===== config.mk =====
export PLATFORM = sky130hd
export DESIGN_NAME = ssm2603_cfg_ctrl
export DESIGN_NICKNAME = d
export VERILOG_FILES = /design/src/rtl/ssm2603_cfg_ctrl_pkg.sv /design/src/rtl/ssm2603_cfg_ctrl_i2c_word_writer.sv /design/src/rtl/ssm2603_cfg_ctrl.sv
export SDC_FILE = /design/constraint.sdc
export NUM_CORES = 1
export LEC_CHECK = 0
export BUFFER_PORTS_ARGS = -buffer_cell sky130_fd_sc_hd__buf_2
export CAP_MARGIN = 20
export CORE_MARGIN = 1.5
export CORE_UTILIZATION = 40
export DETAILED_ROUTE_END_ITERATION = 10
export PLACE_DENSITY_LB_ADDON = 0.12
export SYNTH_ARGS = -nofsm -noshare
export SYNTH_HDL_FRONTEND = slang
export SYNTH_SLANG_ARGS = --single-unit
export TNS_END_PERCENT = 50

===== constraint.sdc =====
create_clock -name in_clk -period 2.74 [get_ports in_clk]
set_input_delay 0.548 -clock in_clk [delete_from_list [all_inputs] [get_ports in_clk]]
set_output_delay 0.548 -clock in_clk [all_outputs]
set_load 0.1 [all_outputs]

===== src/rtl/ssm2603_cfg_ctrl_pkg.sv =====
// rtl/ssm2603_cfg_ctrl_pkg.sv - states, register table and index constants for the SSM2603 config sequencer
package ssm2603_cfg_pkg;

  typedef enum logic [2:0] {
    ST_IDLE,
    ST_WRITE,
    ST_WAIT_WR,
    ST_VMID,
    ST_DONE,
    ST_ERROR
  } cfg_state_e;

  typedef enum logic [2:0] {
    W_IDLE,
    W_START,
    W_BIT,
    W_STOP_A,
    W_STOP_B,
    W_STOP_C,
    W_FREE
  } wr_phase_e;

  localparam int NUM_WRITES = 11;

  localparam logic [3:0] IDX_LAST_PRE = 4'd8;
  localparam logic [3:0] IDX_ACTIVE   = 4'd9;
  localparam logic [3:0] IDX_LAST     = 4'd10;

  localparam logic [6:0] DEV_ADDR_DEFAULT = 7'h1A;
  localparam logic [7:0] ADDR_BYTE        = {DEV_ADDR_DEFAULT, 1'b0};

  // R15 reset first; R9 activate and final R6 only after VMID has settled
  localparam logic [6:0] REG_ADDR [NUM_WRITES] = '{
    7'd15, 7'd6, 7'd0, 7'd1, 7'd2, 7'd3, 7'd4, 7'd5, 7'd7, 7'd9, 7'd6
  };
  localparam logic [8:0] REG_DATA [NUM_WRITES] = '{
    9'h000, 9'h072, 9'h017, 9'h017, 9'h079, 9'h079, 9'h012, 9'h000, 9'h009, 9'h001, 9'h062
  };

  function automatic logic [7:0] addr_byte(input logic [6:0] dev);
    return {dev, 1'b0};
  endfunction

endpackage


===== src/rtl/ssm2603_cfg_ctrl_i2c_word_writer.sv =====
// rtl/ssm2603_cfg_ctrl_i2c_word_writer.sv - write-only I2C master sending one 3-byte codec register write
module i2c_word_writer
  import ssm2603_cfg_pkg::*;
#(
  parameter int         CLK_DIV  = 184,
  parameter logic [6:0] DEV_ADDR = 7'h1A
) (
  input  logic        in_clk,
  input  logic        in_rst,
  input  logic        in_go,
  input  logic [15:0] in_word,
  input  logic        in_SDA,
  output logic        out_SCL,
  output logic        out_SDA_oe,
  output logic        out_done,
  output logic        out_ack_ok
);

  localparam int            DW       = $clog2(CLK_DIV + 1);
  localparam logic [DW-1:0] DIV_LAST = DW'(CLK_DIV - 1);

  wr_phase_e     phase_q, phase_d;
  logic [DW-1:0] div_q, div_d;
  logic [1:0]    qtr_q, qtr_d;
  logic [3:0]    bit_q, bit_d;
  logic [1:0]    byte_q, byte_d;
  logic [7:0]    sh_q, sh_d;
  logic [15:0]   word_q, word_d;
  logic [1:0]    sda_sync_q, sda_sync_d;
  logic          scl_q, scl_d;
  logic          oe_q, oe_d;
  logic          nack_q, nack_d;
  logic          done_q, done_d;
  logic          ack_ok_q, ack_ok_d;
  logic          tick;

  assign tick = (phase_q != W_IDLE) && (div_q == DIV_LAST);

  always_comb begin
    phase_d    = phase_q;
    qtr_d      = qtr_q;
    bit_d      = bit_q;
    byte_d     = byte_q;
    sh_d       = sh_q;
    word_d     = word_q;
    scl_d      = scl_q;
    oe_d       = oe_q;
    nack_d     = nack_q;
    ack_ok_d   = ack_ok_q;
    done_d     = 1'b0;
    sda_sync_d = {sda_sync_q[0], in_SDA};
    div_d      = (phase_q == W_IDLE || tick) ? '0 : div_q + 1'b1;

    case (phase_q)
      W_IDLE: begin
        if (in_go) begin
          phase_d = W_START;
          word_d  = in_word;
          sh_d    = addr_byte(DEV_ADDR);
          scl_d   = 1'b1;
          oe_d    = 1'b1;
          nack_d  = 1'b0;
          qtr_d   = 2'd0;
          bit_d   = 4'd0;
          byte_d  = 2'd0;
        end
      end
      W_START: begin
        if (tick) begin
          phase_d = W_BIT;
          scl_d   = 1'b0;
        end
      end
      W_BIT: begin
        // SDA moves one tick into the low phase so it never races the SCL edge
        if (tick) begin
          qtr_d = qtr_q + 2'd1;
          case (qtr_q)
            2'd0: oe_d  = (bit_q == 4'd8) ? 1'b0 : ~sh_q[7];
            2'd1: scl_d = 1'b1;
            2'd2: if (bit_q == 4'd8) nack_d = sda_sync_q[1];
            2'd3: begin
              scl_d = 1'b0;
              if (bit_q != 4'd8) begin
                bit_d = bit_q + 4'd1;
                sh_d  = {sh_q[6:0], 1'b0};
              end else if (nack_q || byte_q == 2'd2) begin
                phase_d = W_STOP_A;
              end else begin
                bit_d  = 4'd0;
                byte_d = byte_q + 2'd1;
                sh_d   = (byte_q == 2'd0) ? word_q[15:8] : word_q[7:0];
              end
            end
          endcase
        end
      end
      W_STOP_A: begin
        if (tick) begin
          phase_d = W_STOP_B;
          oe_d    = 1'b1;
        end
      end
      W_STOP_B: begin
        if (tick) begin
          phase_d = W_STOP_C;
          scl_d   = 1'b1;
        end
      end
      W_STOP_C: begin
        if (tick) begin
          phase_d = W_FREE;
          oe_d    = 1'b0;
          qtr_d   = 2'd0;
        end
      end
      W_FREE: begin
        if (tick) begin
          qtr_d = qtr_q + 2'd1;
          if (qtr_q == 2'd3) begin
            phase_d  = W_IDLE;
            done_d   = 1'b1;
            ack_ok_d = ~nack_q;
          end
        end
      end
      default: phase_d = W_IDLE;
    endcase
  end

  always_ff @(posedge in_clk or posedge in_rst) begin
    if (in_rst) begin
      phase_q    <= W_IDLE;
      div_q      <= '0;
      qtr_q      <= 2'd0;
      bit_q      <= 4'd0;
      byte_q     <= 2'd0;
      sh_q       <= 8'd0;
      word_q     <= 16'd0;
      sda_sync_q <= 2'b11;
      scl_q      <= 1'b1;
      oe_q       <= 1'b0;
      nack_q     <= 1'b0;
      done_q     <= 1'b0;
      ack_ok_q   <= 1'b0;
    end else begin
      phase_q    <= phase_d;
      div_q      <= div_d;
      qtr_q      <= qtr_d;
      bit_q      <= bit_d;
      byte_q     <= byte_d;
      sh_q       <= sh_d;
      word_q     <= word_d;
      sda_sync_q <= sda_sync_d;
      scl_q      <= scl_d;
      oe_q       <= oe_d;
      nack_q     <= nack_d;
      done_q     <= done_d;
      ack_ok_q   <= ack_ok_d;
    end
  end

  assign out_SCL    = scl_q;
  assign out_SDA_oe = oe_q;
  assign out_done   = done_q;
  assign out_ack_ok = ack_ok_q;

endmodule


===== src/rtl/ssm2603_cfg_ctrl.sv =====
// rtl/ssm2603_cfg_ctrl.sv - SSM2603 power-up sequencer: register table, retries, VMID wait, audio enable
module ssm2603_cfg_ctrl
  import ssm2603_cfg_pkg::*;
#(
  parameter int         CLK_DIV   = 184,
  parameter logic [6:0] DEV_ADDR  = 7'h1A,
  parameter int         VMID_WAIT = 5529600,
  parameter int         MAX_RETRY = 3
) (
  input  logic       in_clk,
  input  logic       in_rst,
  input  logic       in_start,
  input  logic       in_SDA,
  output logic       out_SCL,
  output logic       out_SDA_oe,
  output logic       out_busy,
  output logic       out_done,
  output logic       out_error,
  output logic [3:0] out_err_reg,
  output logic       out_audio_en
);

  localparam int VW = $clog2(VMID_WAIT + 1);
  localparam int RW = $clog2(MAX_RETRY + 2);

  cfg_state_e    state_q, state_d;
  logic [3:0]    idx_q, idx_d;
  logic [3:0]    err_reg_q, err_reg_d;
  logic [RW-1:0] retry_q, retry_d;
  logic [VW-1:0] vmid_q, vmid_d;
  logic          start_prev_q, start_prev_d;
  logic          start_rise;
  logic          wr_go, wr_done, wr_ack_ok;
  logic [15:0]   wr_word;

  assign start_rise = in_start & ~start_prev_q;
  assign wr_word    = {REG_ADDR[idx_q], REG_DATA[idx_q]};

  i2c_word_writer #(
    .CLK_DIV  (CLK_DIV),
    .DEV_ADDR (DEV_ADDR)
  ) u_writer (
    .in_clk     (in_clk),
    .in_rst     (in_rst),
    .in_go      (wr_go),
    .in_word    (wr_word),
    .in_SDA     (in_SDA),
    .out_SCL    (out_SCL),
    .out_SDA_oe (out_SDA_oe),
    .out_done   (wr_done),
    .out_ack_ok (wr_ack_ok)
  );

  always_comb begin
    state_d      = state_q;
    idx_d        = idx_q;
    err_reg_d    = err_reg_q;
    retry_d      = retry_q;
    vmid_d       = vmid_q;
    start_prev_d = in_start;
    wr_go        = 1'b0;

    case (state_q)
      ST_IDLE, ST_ERROR: begin
        if (start_rise) begin
          state_d   = ST_WRITE;
          idx_d     = 4'd0;
          retry_d   = '0;
          err_reg_d = 4'd0;
        end
      end
      ST_WRITE: begin
        wr_go   = 1'b1;
        state_d = ST_WAIT_WR;
      end
      ST_WAIT_WR: begin
        if (wr_done) begin
          if (wr_ack_ok) begin
            retry_d = '0;
            if (idx_q == IDX_LAST_PRE) begin
              state_d = ST_VMID;
            end else if (idx_q == IDX_LAST) begin
              state_d = ST_DONE;
            end else begin
              idx_d   = idx_q + 4'd1;
              state_d = ST_WRITE;
            end
          end else if (retry_q < RW'(MAX_RETRY)) begin
            retry_d = retry_q + 1'b1;
            state_d = ST_WRITE;
          end else begin
            err_reg_d = idx_q;
            state_d   = ST_ERROR;
          end
        end
      end
      ST_VMID: begin
        if (vmid_q == VW'(VMID_WAIT - 1)) begin
          vmid_d  = '0;
          idx_d   = IDX_ACTIVE;
          state_d = ST_WRITE;
        end else begin
          vmid_d = vmid_q + 1'b1;
        end
      end
      ST_DONE: state_d = ST_DONE;
      default: state_d = ST_IDLE;
    endcase
  end

  always_ff @(posedge in_clk or posedge in_rst) begin
    if (in_rst) begin
      state_q      <= ST_IDLE;
      idx_q        <= 4'd0;
      err_reg_q    <= 4'd0;
      retry_q      <= '0;
      vmid_q       <= '0;
      start_prev_q <= 1'b0;
    end else begin
      state_q      <= state_d;
      idx_q        <= idx_d;
      err_reg_q    <= err_reg_d;
      retry_q      <= retry_d;
      vmid_q       <= vmid_d;
      start_prev_q <= start_prev_d;
    end
  end

  assign out_busy     = (state_q == ST_WRITE) || (state_q == ST_WAIT_WR) || (state_q == ST_VMID);
  assign out_done     = (state_q == ST_DONE);
  assign out_error    = (state_q == ST_ERROR);
  assign out_err_reg  = err_reg_q;
  assign out_audio_en = (state_q == ST_DONE);

endmodule


==> flow_summary_export.csv <==
group,metric,value,unit
clock_network,cts_buffer_depth,2,
pwr,internal_power,1.69,mW
pwr,p_seq_frac,0.560,
finish,final_util,0.453,
pwr,p_comb_frac,0.026,
setup_path,max_stage_delay,0.46,ns
sta,slew_headroom,0.493,
synth,synth-main-ff-cell,"dfrtp_1",
synth,syn_nets,495,
drt,drcViolationCount,0,
sta,drv_slew,0,
sta,setup-tns-final,0,ns
setup_path,critPathKind,"flip-flop to output pin",
setup_path,arrival,1.83,ns
sta,timing_hold_violations_final,0,
setup_path,crit_chain,"buf_4, and3b_1, buf_2",
drt,ant_nets,0,
grt,grtUsageMet1,0.245,
grt,grt_busiest_layer,"met2",
sta,max_freq,421,MHz
finish,reg_top3,"vmid_q (23), u_writer.word_q (10)",
synth,avgSynthCellArea,9.35,sq um
grt,grt_pass1_wl,16000,um
sta,period_needed,2.38,ns
clock_network,cts_tree,"built",
floorplanning,core_area,10800,sq um
setup_path,end_kind,"output pin",
synth,netlist_area,4420,sq um
min_path,hold_path_class,"input port to asynchronous set/reset pin",
sta,post-route-period-util,0.867,
finish,layout_commonest_cell,"dfrtp_1",
synth,ys_seq_area_frac,0.465,
finish,antennaDiodeCount,0,
job,cap_violations,0,
clock_network,cts_made_buffers,9,
grt,track_usage,0.177,
finish,nets,514,
pwr,ir_worst_vdd,346,uV
floorplanning,die_x,108,um
setup_path,critPathRequiredTime,2.19,ns
pwr,p_per_area,449,nW/um^2
floorplanning,die_height,108,um
drt,drt_iter0_markers,130,
synth,synth_top_area_share,0.447,
finish,syn2layout_area_growth,10.6,%
drt,first_pass_iters,4,
pwr,sw_frac_of_total,0.230,
setup_path,startpoint_type,"flip-flop",
status,outcome,"finished, final reports clean",
sta,tightest_slew,0.754,ns
place,port_buffers,13,
drt,vias_per_cell,5.34,
pwr,power,2.20,mW
drt,wl,9100,um
clock_network,cts_resized,0,
finish,final_cell_mix,"dfrtp_1, nand2_1, nor2_1, o21ai_0, inv_1",
synth,synth_top_cell_by_area,"dfrtp_1",
pwr,switchingPower,0.505,mW
clock_network,hold_buffers,0,
clock_network,cts_max_level,3,
sta,rsz0062_at_grt,"false",
place,dp_hpwl,6530,um
grt,grt_max_degree,42,
clock_network,cts_setup_buffers,0,
pwr,clockPowerShare,0.413,
finish,regMostFlops,"vmid_q",
grt,gr-usage-met2,0.264,
synth,ys_types,60,
clock_network,cts-root-buf,"clkbuf_8",
setup_path,cp_max_fo,15,
floorplanning,num_io_pins,14,
synth,ys_warn_count,0,
sta,skew,0.0117,ns
place,gp_congestion,0.831,
synth,synthCells,473,
synth,synth-async-reset-ratio,1.00,
grt,first_global_vias,3268,
finish,largest_register_ffs,23,
floorplanning,start_util,0.410,
clock_network,clock_latency,0.37,ns
place,place_area,4690,sq um
sta,setup_viol,0,
floorplanning,rows,38,
grt,antenna_found_initial,0,
finish,stdcell_area,4890,sq um
sta,hold_slack,0.255,ns
drt,avgRoutedWirePerCell,14.3,um
drt,vias,3404,
grt,grt_overflow,0,
clock_network,clkSinkCount,82,
pwr,p_leak,2.20,nW
clock_network,clkTransAtPathRegs,0.09,ns
finish,final_layout_size_suffix_gt1_frac,0.125,
synth,synth_seq_cells,82,
synth,ys_top_cells_by_area,"dfrtp_1, ha_1, nand2_1",
floorplanning,dieArea,11700,sq um
synth,synth-edff-count,0,
setup_path,cpMaxStageDelayCell,"dfrtp_1",
grt,grt_util_met3,0.0325,
-- power groups by stage --
stage / Combinational (mW) / Clock, mW / Sequential [mW]
after global placement: 0.0602 / 0 / 1.25
after detailed placement: 0.0613 / 0 / 1.25
final: 0.0580 / 0.907 / 1.23
after global routing: 0.0700 / 0.999 / 1.23
after floorplan: 0.0405 / 0 / 1.25
after CTS: 0.0616 / 0.944 / 1.23
-- metrics by stage --
step           worst slack, ns  std cells
6_report                 0.364        637
5_1_grt                  0.298        637
4_1_cts                  0.348        637
3_5_place_dp             0.530        621
3_3_place_gp             0.587        621
2_1_floorplan           0.0885        473
-- critical path: cells and delay by family (launching register included) --
kind / cells / cell delay (ns)
buf+inv: 2 / 0.68
simple gates: 1 / 0.31
flops: 1 / 0.46
-- kinds of logic after synthesis --
logic type                 Yosys count  synth area share
and+or+nand+nor                    196             0.226
buffers and inverters               44            0.0407
muxes                               13            0.0303
adders and majority gates           18            0.0509
xor gates and xnor gates            26            0.0515
AOI/OAI and AO/OA                   94             0.136
DFF                                 82             0.465
-- cell usage after synthesis, types with 11 or more instances --
library cell and instances:
nand2_1 56, a21oi_1 16, xor2_1 13, dfrtp_1 79, ha_1 18, nor2_1 47
nand3_1 18, nor3_1 12, xnor2_1 13, nand2b_1 11, clkbuf_1 12, nand4_1 11
o21ai_0 38, inv_1 23
-- final timing paths --
check                                       start                      to  slack, ns  cells after the start
max in group asynchronous                  in_rst  u_writer.sda_sync_q[0]       1.78                      3
setup reg to reg                         idx_q[1]                idx_q[3]       0.50                      7
hold / removal                             in_rst       u_writer.qtr_q[1]       0.26                      2
setup / recovery                       state_q[1]               out_error       0.36                      3
min in group in_clk                        in_SDA  u_writer.sda_sync_q[0]       0.26                      1
hold reg to reg            u_writer.sda_sync_q[0]  u_writer.sda_sync_q[1]       0.37                      0
-- layer usage --
| layer | up-vias | part of all wire |
|---|---|---|
| li1 | 1700 | - |
| met1 | 1634 | 0.51 |
| met2 | 57 | 0.44 |
| met3 | 13 | 0.031 |
| met4 | 0 | 0.023 |
| met5 | - | 0 |
-- area by class of cell --
| cell class | instances | area, sq um |
|---|---|---|
| fillers | 1043 | 5900 |
| repair buffers | 28 | 178 |
| inverters | 24 | 91.3 |
| multi-input cells | 347 | 2190 |
| flip-flops and latches | 82 | 2060 |
| clock buffers | 11 | 141 |
| well taps | 140 | 175 |
| clock inverters | 5 | 61.3 |
Power figures use the tool's default switching activity.
